### config.mk
export PLATFORM = sky130hd
export DESIGN_NAME = capture_engine
export DESIGN_NICKNAME = d
export VERILOG_FILES = /design/src/rtl/capture_pkg.sv /design/src/rtl/capture_decimator.sv /design/src/rtl/capture_engine.sv
export SDC_FILE = /design/constraint.sdc
export NUM_CORES = 1
export LEC_CHECK = 0
export ABC_AREA = 1
export CAP_MARGIN = 10
export CORE_UTILIZATION = 64
export CTS_CLUSTER_DIAMETER = 200
export DETAILED_ROUTE_END_ITERATION = 6
export PLACE_DENSITY_LB_ADDON = 0.1
export SETUP_SLACK_MARGIN = 0.5
export SLEW_MARGIN = 20
export SYNTH_ARGS = -nofsm -noshare
export SYNTH_HDL_FRONTEND = slang
export SYNTH_SLANG_ARGS = --single-unit
export TNS_END_PERCENT = 50
### constraint.sdc
create_clock -name clk -period 7.5 [get_ports clk]
set_input_delay 0.75 -clock clk [delete_from_list [all_inputs] [get_ports clk]]
set_output_delay 0.75 -clock clk [all_outputs]
set_load 0.05 [all_outputs]
### src/rtl/capture_pkg.sv
// Shared types for the capture engine: FSM states, trigger modes
// and the default sample RAM depth.
package capture_pkg;

  localparam int DEF_DEPTH = 512;

  typedef enum logic [2:0] {
    IDLE,
    PRE,
    ARMED,
    POST,
    DUMP_RD,
    DUMP_HOLD
  } cap_state_e;

  typedef enum logic [1:0] {
    TRIG_OFF  = 2'b00,
    TRIG_RISE = 2'b01,
    TRIG_FALL = 2'b10,
    TRIG_AUTO = 2'b11
  } trig_type_e;

endpackage

### src/rtl/capture_decimator.sv
// Sample decimator: keeps one of every 2**dec_pwr ADC strobes,
// restarting its count whenever a capture is started.
module capture_decimator #(
  parameter int DEC_W = 4,
  localparam int CW = 2 ** DEC_W
) (
  input  logic             clk,
  input  logic             rst_n,
  input  logic             clr,
  input  logic             smpl_vld,
  input  logic [DEC_W-1:0] dec_pwr,
  output logic             keep
);

  logic [CW-1:0] dec_cnt;
  logic [CW-1:0] lim;

  assign lim  = (CW'(1) << dec_pwr) - CW'(1);
  assign keep = smpl_vld & (dec_cnt == lim);

  // strobe counter: wraps on the kept strobe, cleared on capture start
  always_ff @(posedge clk or negedge rst_n) begin
    if (!rst_n) begin
      dec_cnt <= '0;
    end else if (clr) begin
      dec_cnt <= '0;
    end else if (keep) begin
      dec_cnt <= '0;
    end else if (smpl_vld) begin
      dec_cnt <= dec_cnt + CW'(1);
    end
  end

endmodule

### src/rtl/capture_engine.sv
// Single-clock capture/dump controller for the sample RAMs.
// Optional: CAPTURE_AUTOROLL_EN enables trig_type 11 (autoroll).
module capture_engine
  import capture_pkg::*;
#(
  parameter int DEPTH = DEF_DEPTH,
  parameter int AW    = $clog2(DEPTH),
  parameter int NCH   = 3,
  parameter int DEC_W = 4,
  localparam int SW   = (NCH > 1) ? $clog2(NCH) : 1
) (
  input  logic             clk,
  input  logic             rst_n,
  input  logic             smpl_vld,
  input  logic [NCH-1:0]   trig_in,
  input  logic [SW-1:0]    trig_src,
  input  logic [1:0]       trig_type,
  input  logic [AW-1:0]    trig_pos,
  input  logic [DEC_W-1:0] dec_pwr,
  input  logic             start_cap,
  input  logic             abort,
  input  logic             start_dump,
  input  logic             dump_rdy,
  output logic             ram_we,
  output logic             ram_re,
  output logic [AW-1:0]    ram_addr,
  output logic             dump_vld,
  output logic             dump_last,
  output logic             armed,
  output logic             triggered,
  output logic             cap_done,
  output logic             busy
);

  localparam logic [AW:0] ONE     = (AW+1)'(1);
  localparam logic [AW:0] DEPTH_W = (AW+1)'(DEPTH);

  cap_state_e    state, nxt;
  trig_type_e    tt;
  logic [AW-1:0] wr_ptr, rd_ptr, trace_start;
  logic [AW:0]   pre_cnt, post_cnt, beats;
  logic [AW:0]   tp, pre_thr;
  logic          prev_sel, armed_q, trig_q, done_q;
  logic          keep, sel, type_ok, trig_hit;
  logic          capturing, wr_en, cap_go, dump_go;
  logic          pre_hit, fire, fin, acc, last_beat;

  capture_decimator #(.DEC_W(DEC_W)) u_dec (
    .clk      (clk),
    .rst_n    (rst_n),
    .clr      (cap_go),
    .smpl_vld (smpl_vld),
    .dec_pwr  (dec_pwr),
    .keep     (keep)
  );

  assign tt      = trig_type_e'(trig_type);
  assign sel     = trig_in[trig_src];
  assign tp      = (trig_pos == '0) ? ONE : {1'b0, trig_pos};
  assign pre_thr = DEPTH_W - tp;

`ifdef CAPTURE_AUTOROLL_EN
  assign type_ok = (tt != TRIG_OFF);
`else
  assign type_ok = (tt == TRIG_RISE) || (tt == TRIG_FALL);
`endif

  // trigger condition on the selected channel, judged per kept sample
  always_comb begin
    trig_hit = 1'b0;
    case (tt)
      TRIG_RISE: trig_hit = sel & ~prev_sel;
      TRIG_FALL: trig_hit = ~sel & prev_sel;
`ifdef CAPTURE_AUTOROLL_EN
      TRIG_AUTO: trig_hit = 1'b1;
`endif
      default:   trig_hit = 1'b0;
    endcase
  end

  assign capturing = (state == PRE) | (state == ARMED) | (state == POST);
  assign wr_en     = keep & capturing & ~abort;
  assign dump_go   = (state == IDLE) & ~abort & start_dump & done_q;
  assign cap_go    = (state == IDLE) & ~abort & ~dump_go
                   & start_cap & type_ok;
  assign pre_hit   = wr_en & (state == PRE) & (pre_cnt + ONE >= pre_thr);
  assign fire      = wr_en & (state == ARMED) & trig_hit;
  assign fin       = (fire & (tp == ONE))
                   | (wr_en & (state == POST) & (post_cnt + ONE >= tp));
  assign acc       = (state == DUMP_HOLD) & dump_rdy & ~abort;
  assign last_beat = (beats == DEPTH_W - ONE);

  // state register
  always_ff @(posedge clk or negedge rst_n) begin
    if (!rst_n) state <= IDLE;
    else        state <= nxt;
  end

  // next-state decode; abort always returns to idle
  always_comb begin
    nxt = state;
    unique case (state)
      IDLE: begin
        if (dump_go)     nxt = DUMP_RD;
        else if (cap_go) nxt = PRE;
      end
      PRE:       if (pre_hit) nxt = ARMED;
      ARMED: begin
        if (fin)       nxt = IDLE;
        else if (fire) nxt = POST;
      end
      POST:      if (fin) nxt = IDLE;
      DUMP_RD:   nxt = DUMP_HOLD;
      DUMP_HOLD: if (acc) nxt = last_beat ? IDLE : DUMP_RD;
      default:   nxt = IDLE;
    endcase
    if (abort) nxt = IDLE;
  end

  // RAM and handshake outputs from state and qualified events
  always_comb begin
    ram_we    = wr_en;
    ram_re    = (state == DUMP_RD);
    dump_vld  = (state == DUMP_HOLD) & ~abort;
    dump_last = (state == DUMP_HOLD) & ~abort & last_beat;
    busy      = (state != IDLE);
    ram_addr  = ((state == DUMP_RD) || (state == DUMP_HOLD))
              ? rd_ptr : wr_ptr;
  end

  // pointers, counters and sticky status flags
  always_ff @(posedge clk or negedge rst_n) begin
    if (!rst_n) begin
      wr_ptr      <= '0;
      rd_ptr      <= '0;
      trace_start <= '0;
      pre_cnt     <= '0;
      post_cnt    <= '0;
      beats       <= '0;
      prev_sel    <= 1'b0;
      armed_q     <= 1'b0;
      trig_q      <= 1'b0;
      done_q      <= 1'b0;
    end else begin
      if (cap_go) begin
        pre_cnt  <= '0;
        post_cnt <= '0;
        prev_sel <= 1'b0;
        done_q   <= 1'b0;
      end
      if (wr_en) begin
        wr_ptr   <= wr_ptr + AW'(1);
        prev_sel <= sel;
      end
      if (wr_en && state == PRE)  pre_cnt  <= pre_cnt + ONE;
      if (wr_en && state == POST) post_cnt <= post_cnt + ONE;
      if (pre_hit) armed_q <= 1'b1;
      if (fire) begin
        trig_q   <= 1'b1;
        post_cnt <= ONE;
      end
      if (fin) begin
        done_q      <= 1'b1;
        armed_q     <= 1'b0;
        trig_q      <= 1'b0;
        trace_start <= wr_ptr + AW'(1);
      end
      if (abort) begin
        armed_q <= 1'b0;
        trig_q  <= 1'b0;
      end
      if (dump_go) begin
        rd_ptr <= trace_start;
        beats  <= '0;
      end
      if (acc) begin
        rd_ptr <= rd_ptr + AW'(1);
        beats  <= beats + ONE;
      end
    end
  end

  assign armed     = armed_q;
  assign triggered = trig_q;
  assign cap_done  = done_q;

endmodule
==> metrics.yaml, run 1 <==
status:
  outcome: "complete, no violations"
power:
  p_leak_uw: 0.00309
  p_int_uw: 687
  comb_power_share: 0.214
  p_sw_frac: 0.333
  clkPwrFrac: 0.321
  powerDensity_nw_per_um2: 167
  seqPwrFrac: 0.465
  ir_worst_vdd_mv: 0.102
  p_sw_uw: 343
global_route:
  grt_pass1_wl_mm: 20.9
  grt_antenna_before_repair: 0
  grt_pass1_vias: 4718
  grt_overflow_total: 0
  grt_max_degree: 81
  track_usage: 0.298
sta:
  rsz0062_at_grt: "no"
  slew_violations: 0
  skew_ns: 0.0148
  finalSetupViolations: 0
  slew_headroom: 0.510
  setup_tns_ns: 0
  timing.final.crit_share: 0.629
  worst_slew_pin_slew_ns: 0.734
  fmax_ghz: 0.212
  period_needed_ns: 4.72
  hold_viol: 0
  holdWs_ns: 0.405
clocking:
  cts_resized: 0
  clk_latency_ns: 0.36
  ctsHoldBuffers: 0
  root_buffer: "clkbuf_8"
  cts_buffers: 9
  path_clk_slew_ns: 0.09
  htree_levels: 3
  clock_sinks: 80
  cts_tree: "built"
  clockBufferDepth: 2
  post_cts_buffers: 0
detailed_routing:
  drc: 0
  wl_met2_mm: 6.00
  vias: 5019
  detail-route-antenna-nets: 0
  first_pass_iters: 5
  dr.first_iter.drc_count: 287
  routed_wirelength_mm: 12.5
  wl_per_cell_microns: 14.0
  routed.top_layer: "met4"
  wl_met1_mm: 5.74
  wl_met3_microns: 503
  via_per_inst: 5.61
worst_setup_path:
  worstPathArrival_ns: 3.97
  critPathMaxStageDelay_ns: 0.83
  path_max_fanout: 18
  cp.required_ns: 6.75
  cp_slowest_cell: "clkdlybuf4s50_1"
  start_kind: "input port"
  endpoint_kind: "output port"
  crit_type: "in -> out"
  crit_chain: "clkdlybuf4s50_1 -> inv_1 -> nand3_1 -> ha_1 -> inv_1 -> nand2_1 -> nand2_1 -> nand2_1 -> inv_1 -> nor2_1 -> nand3_1 -> nor2_2 -> nand2_2 -> nor2_4 -> nand2_4 -> clkinv_2 -> clkdlybuf4s50_1"
layout:
  n_antenna_cell: 0
  finalNetCount: 842
  area_delta_synth_final_pct: 12.4
  drive_gt1_frac: 0.0544
die:
  initial_core_util: 0.665
  coreArea_sq_um: 8260
  pin_count: 44
  die_h_microns: 94.6
  die_x_microns: 94.6
  dieArea_sq_um: 8950
  rows: 33
placed_design:
  gp_congestion: 0.884
  dpl.hpwl_mm: 9.54
  port_buffers: 43
logic_synthesis:
  yosys_warnings: 0
  ys_seq_area_frac: 0.365
  synth_seq_cells: 80
  synthesis.instances: 744
  ys_types: 44
  mappedNetlistArea_sq_um: 5490
  avgSynthCellArea_sq_um: 7.38
  syn-num-nets: 801
worst_hold_path:
  hold_path.class: "in -> async"
job:
  maxCapViolCount: 0
path summary, 6_finish.rpt:
kind,startpoint,to,slack (ns),cells after the start
setup / recovery,dec_pwr[1],ram_we,2.78,17
hold / removal,rst_n,pre_cnt[8]$_DFFE_PN0P_,0.41,1
setup reg to reg,pre_cnt[0]$_DFFE_PN0P_,state[0]$_DFFE_PN0P_,4.54,18
hold reg to reg,beats[9]$_DFFE_PN0P_,beats[9]$_DFFE_PN0P_,0.48,1
max in group asynchronous,rst_n,u_dec.dec_cnt[13]$_DFFE_PN0P_,6.58,1
min in group clk,beats[9]$_DFFE_PN0P_,beats[9]$_DFFE_PN0P_,0.48,1
stage by stage:
stage                     utilization  total power, uW  setup slack (ns)  instances  area (sq um)
final                           0.748             1030              2.78        895          6170
after global routing            0.748             1090              2.48        895          6170
after CTS                       0.747             1030              2.80        895          6170
after detailed placement        0.722              704              2.81        879          5960
after global placement          0.722              696              2.88        879          5960
after floorplan                     -              636              4.36        744          5490
layout make-up:
| class | count | area [sq um] |
|---|---|---|
| multi-input cells | 535 | 2970 |
| fillers | 633 | 2080 |
| flip-flops and latches | 80 | 2000 |
| inverters | 116 | 437 |
| repair buffers | 43 | 432 |
| well taps | 105 | 131 |
| clock buffers | 9 | 124 |
| clock inverters | 7 | 80.1 |
logic make-up after synthesis:
logic type,after synthesis,synth area share
simple gates,336,0.268
buf+inv,129,0.0955
compound gates,127,0.138
flops,80,0.365
xor+xnor,41,0.0654
fa+ha+maj,30,0.0684
other cells,1,0.000683
placed cells by master, fill, tap and decap left out, types with 2 or more instances in the layout:
master	instances
nor2_4	3
nor4_1	4
or2_2	2
nor3_1	13
clkinv_1	2
clkbuf_8	9
inv_6	2
a32o_1	3
clkinvlp_4	2
nand4_1	9
nor2_1	62
ha_1	30
a31oi_1	2
a21oi_1	27
o221ai_1	4
nor2_2	3
nand2_4	2
nand3_1	50
dfrtp_1	80
inv_1	106
a22oi_1	5
inv_2	7
o21ai_1	22
nand3b_1	5
a21o_1	2
nand2_1	176
xnor2_1	4
o32ai_1	5
clkdlybuf4s50_1	42
o22ai_1	11
o211ai_1	9
clkinv_4	2
xor2_1	37
o21ai_0	31
nand2_2	4
cell usage after synthesis, drive strengths merged:
master | count | area, sq um
and3 | 1 | 6.26
a22oi | 5 | 37.5
o32ai | 5 | 43.8
o2111ai | 1 | 8.76
nand3 | 50 | 250
clkinv | 3 | 12.5
o21ai | 53 | 265
o221ai | 4 | 35.0
a21o | 2 | 15.0
clkbuf | 4 | 15.0
nor3 | 14 | 75.1
nand2 | 182 | 708
or2 | 2 | 12.5
a22o | 1 | 8.76
a21oi | 28 | 140
nor2 | 68 | 285
nand4 | 10 | 68.8
xnor2 | 4 | 35.0
nand3b | 5 | 37.5
nor4 | 4 | 25.0
a32o | 3 | 30.0
ha | 30 | 375
dfrtp | 80 | 2000
o31ai | 1 | 7.51
xor2 | 37 | 324
a31oi | 2 | 12.5
o211ai | 9 | 67.6
o21a | 1 | 7.51
a31o | 1 | 8.76
o22ai | 11 | 68.8
conb | 1 | 3.75
inv | 113 | 424
buf | 9 | 72.6
critical path, delay by kind of cell:
family | cells | cell delay [ns]
simple gates | 10 | 1.01
buf+inv | 6 | 1.98
fa+ha+maj | 1 | 0.22
state kept, by name, summed over array words and instances, names as in the netlist:
signal,cells
trace_start,9
pre_cnt,10
post_cnt,10
armed,1
rd_ptr,9
state,3
wr_ptr,9
beats,10
cap_done,1
u_dec.dec_cnt,16
prev_sel,1
triggered,1
power by group through the flow:
| stage | clock network, uW | registers (uW) | logic [uW] |
|---|---|---|---|
| 2_1_floorplan | 0 | 480 | 156 |
| 3_3_place_gp | 0 | 486 | 210 |
| 3_5_place_dp | 0 | 486 | 217 |
| 4_1_cts | 337 | 478 | 219 |
| 5_1_grt | 353 | 482 | 252 |
| 6_report | 331 | 479 | 221 |
routing by layer:
layer,track usage,vias up
li1,-,2524
met1,0.390,2356
met2,0.504,116
met3,0.0483,23
met4,0.0985,0
met5,0,-
Power figures use the tool's default switching activity.
==> run 2: changes to the inputs <==
--- a/config.mk
+++ b/config.mk
@@ -7,7 +7,7 @@
 export LEC_CHECK = 0
 export ABC_AREA = 1
 export CAP_MARGIN = 10
-export CORE_UTILIZATION = 64
+export CORE_UTILIZATION = 54
 export CTS_CLUSTER_DIAMETER = 200
 export DETAILED_ROUTE_END_ITERATION = 6
 export PLACE_DENSITY_LB_ADDON = 0.1
==> constraint.sdc (replaced) <==
create_clock -name clk -period 4.3 [get_ports clk]
set_input_delay 0.43 -clock clk [delete_from_list [all_inputs] [get_ports clk]]
set_output_delay 0.43 -clock clk [all_outputs]
set_load 0.05 [all_outputs]
==> run 2 against run 1 <==
Critical path depth decreased by 3. Non-clock buffer count rose by 2. Combinational power increased by 74%. Clock skew increased by 0.0049 ns. Worst setup slack lost 2.0 ns. Power is 73% higher. Largest power group unchanged.
==> metrics.yaml, run 2 (same netlist as run 1, synthesis figures left out) <==
sta:
  period_needed_ns: 3.53
  holdWs_ns: 0.0874
  worst_slew_pin_slew_ns: 0.726
  skew_ns: 0.0197
  rsz0062_at_grt: "no"
  fmax_ghz: 0.284
  slew_headroom: 0.516
  hold_viol: 0
  timing.final.crit_share: 0.820
  finalSetupViolations: 0
  setup_tns_ns: 0
  setup_slack_ns: 0.773
  slew_violations: 0
clocking:
  root_buffer: "clkbuf_8"
  path_clk_slew_ns: 0.09
  htree_levels: 3
  cts_buffers: 9
  clock_sinks: 80
  cts_tree: "built"
  clk_latency_ns: 0.37
  clockBufferDepth: 2
  ctsHoldBuffers: 0
layout:
  regMostFlops: "u_dec.dec_cnt"
  largest_reg_flops: 16
  final_area_sq_um: 6210
  n_antenna_cell: 0
  instances_no_fill: 925
  drive_gt1_frac: 0.0568
  area_delta_synth_final_pct: 13.1
  finalNetCount: 844
  mostFrequentLayoutCell: "nand2_1"
  final_cell_mix: "nand2_1 (176), inv_1 (106), dfrtp_1 (80)"
worst_setup_path:
  path_common_cell: "nand3_1"
  path_max_fanout: 18
  crit_family: "simple AND/OR/NAND/NOR gates"
  worstPathArrival_ns: 3.10
  crit_start: "dec_pwr[2]"
  crit_chain: "clkdlybuf4s50_1 -> nor2_4 -> nand2_1 -> ha_1 -> nand2_1 -> nand3_1 -> nor2_1 -> nand3_1 -> nor2_1 -> nand3_1 -> nor2_4 -> nand2_4 -> clkinv_2 -> buf_4"
  crit_end: "ram_we"
  path_depth: 14
  rr_worst_depth: 22
  cp_slowest_cell: "clkdlybuf4s50_1"
  r2r_start: "post_cnt[0]$_DFFE_PN0P_"
  critical_path_buf_inv_count: 3
  cp.required_ns: 3.87
  endpoint_kind: "output port"
  critPathMaxStageDelay_ns: 0.65
  crit_type: "in -> out"
  regToRegSetupSlack_ns: 1.32
  worstReg2RegEnd: "state[1]$_DFFE_PN0P_"
  start_kind: "input port"
power:
  clkPwrFrac: 0.312
  seqPwrFrac: 0.471
  comb_power_share: 0.217
  p_sw_frac: 0.346
  ir_worst_vdd_mv: 0.184
  p_sw_uw: 615
  powerDensity_nw_per_um2: 286
  p_int_uw: 1160
  p_leak_uw: 0.00311
die:
  die_x_microns: 103
  pin_count: 44
  coreArea_sq_um: 9820
  rows: 36
  initial_core_util: 0.559
  dieArea_sq_um: 10600
  die_h_microns: 103
placed_design:
  gp_congestion: 0.919
  dpl-instance-area_sq_um: 6010
  dp.cells: 909
  dpl.hpwl_mm: 9.72
  port_buffers: 43
  place_ws_ns: 0.685
detailed_routing:
  dr.first_iter.drc_count: 324
  vias: 5025
  first_pass_iters: 5
  drc: 0
  routed_wirelength_mm: 12.7
  detail-route-antenna-nets: 0
  via_per_inst: 5.43
  wl_per_cell_microns: 13.7
worst_hold_path:
  hold_path.class: "in -> async"
status:
  outcome: "complete, no violations"
global_route:
  grt_max_degree: 81
  grt_overflow_total: 0
  track_usage: 0.259
  grt_antenna_before_repair: 0
  grt_pass1_vias: 4704
  grt_pass1_wl_mm: 21.4
job:
  maxCapViolCount: 0
[run 2: cell count changes in the layout (fill, tap and decap cells not counted), sizes merged]
| cell | delta |
|---|---|
| bufinv | -1 |
| clkinvlp | -2 |
| dlymetal6s2s | +1 |
| buf | +3 |
| clkinv | -1 |
| inv | +3 |
| clkdlybuf4s50 | -2 |
| clkbuf | +1 |
[run 2: worst min-delay path by stage]
stage,from,cells after the start,endpoint,slack [ns]
after CTS,rst_n,1,post_cnt[5]$_DFFE_PN0P_,0.28
final,rst_n,1,pre_cnt[5]$_DFFE_PN0P_,0.09
after global placement,beats[9]$_DFFE_PN0P_,1,beats[9]$_DFFE_PN0P_,0.45
after floorplan,rst_n,0,armed$_DFFE_PN0P_,0.13
after global routing,rst_n,1,pre_cnt[6]$_DFFE_PN0P_,0.14
after detailed placement,beats[9]$_DFFE_PN0P_,1,beats[9]$_DFFE_PN0P_,0.46
[run 2: what timing repair did]
| action | in CTS | in global routing |
|---|---|---|
| resized for setup | 0 | 1 |
| setup endpoints to repair | 0 | 1 |
| buffers inserted | 0 | 0 |
[run 2: layout make-up]
| cell class | instances | area [sq um] |
|---|---|---|
| Sequential cell | 80 | 2000 |
| Inverter | 116 | 437 |
| Clock buffer | 10 | 138 |
| Timing Repair Buffer | 45 | 447 |
| Tap cell | 133 | 166 |
| Multi-Input combinational cell | 535 | 2960 |
| Clock inverter | 6 | 55.1 |
| Fill cell | 909 | 3610 |
[run 2: power by group through the flow]
stage | Sequential (uW) | Combinational (uW) | Clock (uW)
6_report | 838 | 385 | 555
5_1_grt | 842 | 437 | 597
4_1_cts | 835 | 384 | 568
3_5_place_dp | 849 | 381 | 0
3_3_place_gp | 848 | 373 | 0
2_1_floorplan | 836 | 272 | 0
[run 2: through the flow]
stage,total power (uW),utilization
final,1780,0.632
after global routing,1880,0.632
after CTS,1790,0.632
after detailed placement,1230,0.612
after global placement,1220,0.612
after floorplan,1110,-
[run 2: worst reg2reg max path: cells and delay by family (launching register included)]
kind,cells,cell delay (ns)
simple gates,15,1.18
buf+inv,3,0.39
fa+ha+maj,2,0.56
compound gates,1,0.09
xor+xnor,1,0.21
flops,1,0.47
[run 2: metal layers]
metal / track usage / wire length, microns / vias up
li1: - / - / 2524
met1: 0.343 / 5880 / 2386
met2: 0.441 / 6130 / 105
met3: 0.0488 / 535 / 10
met4: 0.0596 / 103 / 0
met5: 0 / 0 / -
